`src/rtl/score_disp_pkg.sv`:
```
// Shared types and constants for the score display path.
// Holds the conversion FSM state enum, datapath widths and the dabble adjust helper.
package score_disp_pkg;

    localparam int unsigned NUM_DIGITS = 3;
    localparam int unsigned BIN_W      = 8;
    localparam int unsigned BCD_W      = 12;
    localparam int unsigned NIB_W      = 4;
    localparam int unsigned ITER_W     = 3;

    typedef enum logic [1:0] {
        IDLE = 2'd0,
        CONV = 2'd1,
        DONE = 2'd2
    } state_e;

    // Add 3 to every BCD nibble that is 5 or more, ahead of the shift.
    function automatic logic [BCD_W-1:0] dabble_adj(input logic [BCD_W-1:0] b);
        logic [BCD_W-1:0] r;
        logic [NIB_W-1:0] nib;
        r = b;
        for (int i = 0; i < int'(NUM_DIGITS); i++) begin
            nib = b[i*NIB_W +: NIB_W];
            if (nib >= 4'd5) begin
                nib = nib + 4'd3;
            end
            r[i*NIB_W +: NIB_W] = nib;
        end
        return r;
    endfunction

endpackage

```
`src/rtl/bin2bcd_seq.sv`:
```
// Iterative double-dabble engine: one adjust+shift per clock, BIN_W iterations.
// start loads the operand; done_c is high during the final shift cycle.
module bin2bcd_seq
    import score_disp_pkg::*;
(
    input  logic             clk,
    input  logic             rst,
    input  logic             start,
    input  logic [BIN_W-1:0] bin,
    output logic             done_c,
    output logic [BCD_W-1:0] bcd
);

    logic [BIN_W-1:0]       sh;
    logic [ITER_W-1:0]      cnt;
    logic                   busy;
    logic [BCD_W+BIN_W-1:0] cat_c;

    // {bcd, bin} adjusted then shifted left by one
    always_comb begin
        cat_c = {dabble_adj(bcd), sh} << 1;
    end

    assign done_c = busy && (cnt == ITER_W'(BIN_W - 1));

    always_ff @(posedge clk) begin
        if (rst) begin
            sh   <= '0;
            bcd  <= '0;
            cnt  <= '0;
            busy <= 1'b0;
        end else if (start) begin
            sh   <= bin;
            bcd  <= '0;
            cnt  <= '0;
            busy <= 1'b1;
        end else if (busy) begin
            bcd <= cat_c[BCD_W+BIN_W-1:BIN_W];
            sh  <= cat_c[BIN_W-1:0];
            cnt <= cnt + ITER_W'(1);
            if (done_c) begin
                busy <= 1'b0;
            end
        end
    end

endmodule

```
`src/rtl/score_digit_driver.sv`:
```
// Score to 3-digit BCD converter with time-multiplexed digit bus and active-low anodes.
// Optional: define SCORE_LEAD_ZERO_BLANK_EN to blank leading zero digits.
module score_digit_driver
    import score_disp_pkg::*;
#(
    parameter int unsigned SCAN_DIV = 50000
) (
    input  logic             clk,
    input  logic             rst,
    input  logic             score_vld,
    input  logic [BIN_W-1:0] score,
    output logic             score_rdy,
    output logic [3:0]       dig_val,
    output logic [2:0]       an
);

    localparam int unsigned PRE_W = (SCAN_DIV > 1) ? $clog2(SCAN_DIV) : 1;

    state_e           state, state_nxt;
    logic [BCD_W-1:0] disp_bcd, disp_nxt;
    logic [BCD_W-1:0] conv_bcd;
    logic             start_c;
    logic             done_c;

    logic [PRE_W-1:0] pre, pre_nxt;
    logic [1:0]       idx, idx_nxt;
    logic             wrap_c;
    logic [3:0]       dig_nxt;
    logic [2:0]       an_nxt;

    assign start_c = score_vld && score_rdy;

    bin2bcd_seq u_conv (
        .clk    (clk),
        .rst    (rst),
        .start  (start_c),
        .bin    (score),
        .done_c (done_c),
        .bcd    (conv_bcd)
    );

    // Conversion FSM; display register only updates in DONE
    always_comb begin
        state_nxt = state;
        disp_nxt  = disp_bcd;
        case (state)
            IDLE: if (start_c) state_nxt = CONV;
            CONV: if (done_c) state_nxt = DONE;
            DONE: begin
                disp_nxt  = conv_bcd;
                state_nxt = IDLE;
            end
            default: state_nxt = IDLE;
        endcase
    end

    // Scanner; outputs are registered from next-state values so they track without lag
    always_comb begin
        wrap_c  = (pre == PRE_W'(SCAN_DIV - 1));
        pre_nxt = wrap_c ? '0 : pre + PRE_W'(1);
        idx_nxt = idx;
        if (wrap_c) begin
            idx_nxt = (idx == 2'd2) ? 2'd0 : idx + 2'd1;
        end
        dig_nxt = '0;
        an_nxt  = 3'b111;
        case (idx_nxt)
            2'd0: begin
                dig_nxt = disp_nxt[3:0];
                an_nxt  = 3'b110;
            end
            2'd1: begin
                dig_nxt = disp_nxt[7:4];
                an_nxt  = 3'b101;
`ifdef SCORE_LEAD_ZERO_BLANK_EN
                if (disp_nxt[11:4] == 8'd0) an_nxt = 3'b111;
`endif
            end
            2'd2: begin
                dig_nxt = disp_nxt[11:8];
                an_nxt  = 3'b011;
`ifdef SCORE_LEAD_ZERO_BLANK_EN
                if (disp_nxt[11:8] == 4'd0) an_nxt = 3'b111;
`endif
            end
            default: begin
                dig_nxt = '0;
                an_nxt  = 3'b111;
            end
        endcase
    end

    always_ff @(posedge clk) begin
        if (rst) begin
            state     <= IDLE;
            score_rdy <= 1'b1;
            disp_bcd  <= '0;
            pre       <= '0;
            idx       <= '0;
            dig_val   <= '0;
            an        <= 3'b110;
        end else begin
            state     <= state_nxt;
            score_rdy <= (state_nxt == IDLE);
            disp_bcd  <= disp_nxt;
            pre       <= pre_nxt;
            idx       <= idx_nxt;
            dig_val   <= dig_nxt;
            an        <= an_nxt;
        end
    end

endmodule

```
`config.mk`:
```
export PLATFORM = sky130hd
export DESIGN_NAME = score_digit_driver
export DESIGN_NICKNAME = d
export VERILOG_FILES = /design/src/rtl/score_disp_pkg.sv /design/src/rtl/bin2bcd_seq.sv /design/src/rtl/score_digit_driver.sv
export SDC_FILE = /design/constraint.sdc
export NUM_CORES = 1
export LEC_CHECK = 0
export BUFFER_PORTS_ARGS = -buffer_cell sky130_fd_sc_hd__clkbuf_2
export CAP_MARGIN = 20
export CORE_MARGIN = 10
export CORE_UTILIZATION = 52
export CTS_BUF_LIST = sky130_fd_sc_hd__clkbuf_8
export CTS_CLUSTER_SIZE = 16
export DETAILED_ROUTE_END_ITERATION = 7
export PLACE_DENSITY = 0.8
export SLEW_MARGIN = 15
export SYNTH_ARGS = -nofsm -noshare
export SYNTH_HDL_FRONTEND = slang
export SYNTH_SLANG_ARGS = --single-unit
```
`constraint.sdc`:
```
create_clock -name clk -period 1.6 [get_ports clk]
set_clock_uncertainty 0.1 [all_clocks]
set_input_delay 0.08 -clock clk [delete_from_list [all_inputs] [get_ports clk]]
set_output_delay 0.08 -clock clk [all_outputs]
set_load 0.005 [all_outputs]
```
==> impl_metrics.tcl, run 1 <==
set metrics [dict create \
    synth_top_family_by_area "simple AND/OR/NAND/NOR gates" \
    die_height_um 94.6 \
    vias_per_cell 5.26 \
    cts_tree "done" \
    first_global_vias 2394 \
    max_clock_freq_mhz 581 \
    swShare_pct 22.0 \
    cts_buffers 9 \
    crit_path_start_kind "flip-flop" \
    io_buffers 18 \
    final_layout_size_suffix_gt1_share_pct 28.0 \
    grt_overflow 0 \
    rsz0062_at_grt "yes" \
    yosys.area_share.simple_pct 21.4 \
    synthXorXnorAreaFrac_pct 6.36 \
    hold_ws_ns 0.0796 \
    mostFrequentLayoutCells "nor2_1 (60), dfxtp_1 (58), buf_4 (41), mux2i_1 (22), clkbuf_2 (18)" \
    p_clk_share_pct 44.6 \
    cts_max_path_buffers 2 \
    synth_edf_count 0 \
    synthArstFlopShare_pct 0 \
    setup_viol 24 \
    n_fill_cell 386 \
    yosys.area.top_type "dfxtp_1" \
    start_util_pct 53.2 \
    internal_power_w 0.00261 \
    crit_type "reg2reg" \
    final_common_cell "nor2_1" \
    clockRootBuffer "clkbuf_8" \
    synth-compound-area-share_pct 10.5 \
    grt_max_degree 23 \
    area_delta_synth_final_pct 30.5 \
    cp-end-kind "flip-flop" \
    postSynthRegisterBits 64 \
    gp_congestion 0.837 \
    drc 0 \
    avgSynthCellArea_um2 9.18 \
    n_antenna_cell 0 \
    synthAdderAreaFrac_pct 3.89 \
    crit_arrival_ns 1.87 \
    ant_nets 0 \
    ir_worst_vdd_mv 0.511 \
    required_ns 1.75 \
    p_per_area_mw_per_mm2 886 \
    worstMarginPinSlew_ns 0.468 \
    dp_hpwl_mm 4.20 \
    path_clk_slew_ns 0.07 \
    slew_viol_final 0 \
    synth_ff_type "dfxtp_1" \
    cp_max_fo 5 \
    muxShareOfSynthArea_pct 9.43 \
    worst_slack_ns -0.120 \
    hp-class "in2reg" \
    final.period_utilization_pct 108 \
    row_count 27 \
    htreeDepth 3 \
    syn_inst 315 \
    p_switching_w 0.000735 \
    yosysTopAreaCellShare_pct 44.3 \
    clock-sinks 64 \
    totalWireLength_mm 6.41 \
    status "complete, but fails checks" \
    drt-initial-drc-count 142 \
    reg2reg_slack_ns -0.12 \
    dr.pass1.iters 4 \
    insertion_delay_ns 0.35 \
    hold_violations 0 \
    ys_seq_area_share_pct 44.3 \
    worst_slew_margin_rel_pct 68.8 \
    nets 401 \
    comb_power_share_pct 6.0 \
    yosysWarningCount 0 \
    die_area_mm2 0.00894 \
    routedWlPerCell_um 14.0 \
    power_leakage_nw 1.59 \
    vias 2409 \
    die_x_um 94.6 \
    netlist_area_mm2 0.00289 \
    seq_power_share_pct 49.4 \
    grt_pass1_wl_mm 10.5 \
    synth_cell_types 41 \
    drv_cap 0 \
    post-route-util_pct 69.4 \
    synthTopCellsByArea "dfxtp_1 (44%), mux2i_1 (8.7%), nor2_1 (7.9%)" \
    core_region_area_mm2 0.00544 \
    syn_nets 335 \
    antenna_found_initial 0 \
    period_minus_slack_ns 1.72 \
    violations "negative setup slack" \
    ioPinCount 19 \
    track_usage_pct 14.7 \
]
-- worst paths after layout --
kind,endpoint,startpoint,depth (start not counted)
worst max register to register,dig_val[2],pre[5],5
worst min-delay path,u_conv.sh[0],score_vld,4
worst max-delay path,dig_val[2],pre[5],5
worst min register to register,state[0],state[1],1
-- power groups by stage --
stage	sequential, W	combinational, W	clock, W
6_report	0.00165	0.000201	0.00149
5_1_grt	0.00166	0.000221	0.00158
4_1_cts	0.00165	0.000200	0.00150
2_1_floorplan	0.00168	0.000122	0
3_5_place_dp	0.00169	0.000182	0
3_3_place_gp	0.00169	0.000176	0
-- stage by stage --
step	setup TNS (ns)	power (W)	cell area, um^2	worst slack [ns]	std cells
6_report	-1.23	0.00335	3770	-0.120	458
5_1_grt	-4.14	0.00346	3770	-0.258	458
4_1_cts	-0.597	0.00336	3700	-0.0523	455
3_5_place_dp	-0.185	0.00187	3340	-0.0744	427
3_3_place_gp	-0.118	0.00186	3340	-0.0469	427
2_1_floorplan	-0.0904	0.00181	2940	-0.0564	315
-- timing repair --
item                       4_1_cts  5_1_grt
setup endpoints to repair        7       28
hold buffers                     8        0
resized for setup                9       11
pin swaps                       11        3
buffers inserted                 3        3
gates cloned                     1        0
hold endpoints to repair         8        0
-- state kept, by name (all words and copies together), names as in the netlist --
register     flops
an               3
dig_val          4
disp_bcd        12
idx              2
pre             16
score_rdy        1
state            2
u_conv.bcd      12
u_conv.busy      1
u_conv.cnt       3
u_conv.sh        8
-- synthesized netlist by cell type, types with 4 or more instances --
master    instances
nand2b_1         12
nand2_1          15
a211oi_1          7
o21ai_0           8
xor2_1            8
clkbuf_1          7
nand3_1          10
a21o_1            4
mux2i_1          25
dfxtp_1          64
inv_1             9
a21oi_1          16
ha_1              9
nor3_1            4
nor2_1           61
xnor2_1          13
-- layout make-up --
type                            count  area (um^2)  share of cell area (%)
Inverter                            9         33.8                   0.895
Multi-Input combinational cell    227         1610                    42.6
Timing Repair Buffer               70          538                    14.3
Sequential cell                    64         1290                    34.1
Clock inverter                      3         38.8                    1.03
Tap cell                           72         90.1                    2.39
Clock buffer                       13          179                    4.74
-- metal layers --
layer | vias up | global-route usage [%] | share of wire [%]
met5 | - | 0 | 0
met4 | 0 | 8.35 | 1.7
met3 | 10 | 3.41 | 3.0
met2 | 34 | 25.5 | 52
met1 | 1152 | 16.0 | 44
li1 | 1213 | - | -
-- critical path, cell delays in order, from the launching register on --
cell and delay [ns]:
dfxtp_1 0.31, and4bb_2 0.40, nand4_1 0.25, nand2_1 0.22
nor2_1 0.09, a2111oi_2 0.26
-- kinds of logic after synthesis --
group                      Yosys count
and+or+nand+nor                    124
xor gates and xnor gates            21
adders and majority gates            9
AOI/OAI and AO/OA                   46
DFF                                 64
muxes                               26
buffers and inverters               25
No activity file was read; power rests on OpenSTA's default activity.
==> run 2: changes to the inputs <==
--- a/config.mk
+++ b/config.mk
@@ -12,7 +12,7 @@
 export CTS_BUF_LIST = sky130_fd_sc_hd__clkbuf_8
 export CTS_CLUSTER_SIZE = 16
 export DETAILED_ROUTE_END_ITERATION = 7
-export PLACE_DENSITY = 0.8
+export PLACE_DENSITY = 0.73
 export SLEW_MARGIN = 15
 export SYNTH_ARGS = -nofsm -noshare
 export SYNTH_HDL_FRONTEND = slang
==> run 2 against run 1 <==
The run still ends with negative setup slack left. Worst setup slack improved by 0.033 ns. Sequential cell count unchanged. Non-clock buffer count grew 7. Global-route usage is 0.22 points higher. Cell area grew 1.1%. Sequential share of layout area is 0.42 points lower. Maximum frequency is 2.0% higher. Combinational power increased by 3%. Power down 6.5%. Critical path depth is 1 higher. Sequential power hardly changed. Critical endpoint unchanged. Highest routed layer unchanged.
==> impl_metrics.tcl, run 2 (synthesis gave the netlist of run 1 again) <==
set metrics [dict create \
    vias_per_cell 5.16 \
    largest_registers "pre x16, disp_bcd x12, u_conv.bcd x12" \
    grt_overflow 0 \
    post-route-util_pct 70.1 \
    n_antenna_cell 0 \
    slew_viol_final 0 \
    hold_violations 0 \
    cp_max_fo 5 \
    worst_slew_margin_rel_pct 72.1 \
    dr.pass1.iters 5 \
    die_x_um 94.6 \
    vias 2382 \
    reg2reg_slack_ns -0.09 \
    final_common_cell "dfxtp_1" \
    status "complete, but fails checks" \
    whs_path_depth 4 \
    cts_buffers 9 \
    routedWlPerCell_um 13.6 \
    crit_type "reg2reg" \
    required_ns 1.73 \
    crit_path_start_kind "flip-flop" \
    die_area_mm2 0.00894 \
    p_per_area_mw_per_mm2 820 \
    final_layout_size_suffix_gt1_share_pct 29.7 \
    violations "negative setup slack" \
    first_global_vias 2427 \
    die_height_um 94.6 \
    fin_cells 462 \
    largest_register_ffs 16 \
    pre_cts_ws_ns -0.0940 \
    regMostFlops "pre" \
    final.period_utilization_pct 105 \
    cp-end-kind "flip-flop" \
    io_buffers 18 \
    drv_cap 0 \
    n_fill_cell 415 \
    insertion_delay_ns 0.33 \
    track_usage_pct 14.9 \
    path_clk_slew_ns 0.06 \
    start_util_pct 53.2 \
    period_minus_slack_ns 1.69 \
    worstMarginPinSlew_ns 0.418 \
    dpl.cell_count 432 \
    ioPinCount 19 \
    antenna_found_initial 0 \
    grt_pass1_wl_mm 10.6 \
    drt-initial-drc-count 84 \
    gp_congestion 0.809 \
    nets 408 \
    ant_nets 0 \
    core_region_area_mm2 0.00544 \
    worst_slack_ns -0.0871 \
    setup.worst_path.start "pre[1]" \
    timing.rr.end "dig_val[2]" \
    htreeDepth 3 \
    rsz0062_at_grt "yes" \
    r2r_cells 6 \
    crit_path_end "dig_val[2]" \
    grt_max_degree 20 \
    clockRootBuffer "clkbuf_8" \
    cts_tree "done" \
    cts_max_path_buffers 2 \
    row_count 27 \
    clock-sinks 64 \
    totalNegativeSetupSlack_ns -0.275 \
    dp_hpwl_mm 4.14 \
    power_leakage_nw 1.62 \
    mostFrequentLayoutCells "dfxtp_1 (60), nor2_1 (59), buf_4 (48), mux2i_1 (23), clkbuf_2 (18)" \
    hp-class "in2reg" \
    totalWireLength_mm 6.26 \
    ir_worst_vdd_mv 0.612 \
    hold_ws_ns 0.0590 \
    crit_arrival_ns 1.82 \
    rr_startpoint "pre[1]" \
    area_delta_synth_final_pct 31.9 \
    drc 0 \
    setup_viol 7 \
    max_clock_freq_mhz 593 \
]
-- run 2: per-layer routing --
layer | GRT usage (%) | part of all wire, % | up-vias
li1 | - | - | 1223
met1 | 17.5 | 45 | 1098
met2 | 24.4 | 49 | 48
met3 | 4.76 | 4.1 | 13
met4 | 6.36 | 2.2 | 0
met5 | 0 | 0 | -
-- run 2: critical path, stage by stage, from the launching register on --
cell and delay [ns]:
dfxtp_2 0.35, ha_4 0.13, and3_4 0.24, nand4_1 0.25, nor2b_1 0.22, a311oi_2 0.07
a2111oi_2 0.22
-- run 2: stage by stage --
step,cell area (um^2),power (W)
2_1_floorplan,2940,0.00181
3_3_place_gp,3380,0.00187
3_5_place_dp,3380,0.00187
4_1_cts,3710,0.00316
5_1_grt,3810,0.00328
6_report,3810,0.00313
-- run 2: final cells by class --
class                           count  area, um^2  area share (%)
Clock buffer                       10         138            3.61
Clock inverter                      3        37.5           0.984
Inverter                            9        33.8           0.886
Multi-Input combinational cell    227        1640            43.0
Sequential cell                    64        1290            33.7
Tap cell                           72        90.1            2.36
Timing Repair Buffer               77         591            15.5
-- run 2: how the worst min path moves through the flow --
stage	start	endpoint	slack, ns
floorplan	score[0]	u_conv.sh[0]	0.12
global placement	score[0]	u_conv.sh[0]	0.21
detailed placement	score[0]	u_conv.sh[0]	0.22
CTS	score_vld	u_conv.sh[0]	0.05
global route	score_vld	u_conv.sh[0]	0.08
finish	score_vld	u_conv.sh[0]	0.06
-- run 2: repair_timing --
item | 4_1_cts | 5_1_grt
endpoints found under the setup margin | 23 | 30
hold buffers | 8 | 0
buffers inserted | 5 | 3
gates resized for setup | 7 | 19
pin swaps | 7 | 7
cloned | 1 | 0
hold endpoints to repair | 8 | 0
-- run 2: power breakdown --
part / leakage, nW / internal, W / total (W) / switching, W
Clock: 0.0967 / 0.000724 / 0.00127 / 0.000543
Combinational: 1.01 / 0.000109 / 0.000208 / 0.0000994
Sequential: 0.520 / 0.00163 / 0.00165 / 0.0000249
Total: 1.62 / 0.00246 / 0.00313 / 0.000668
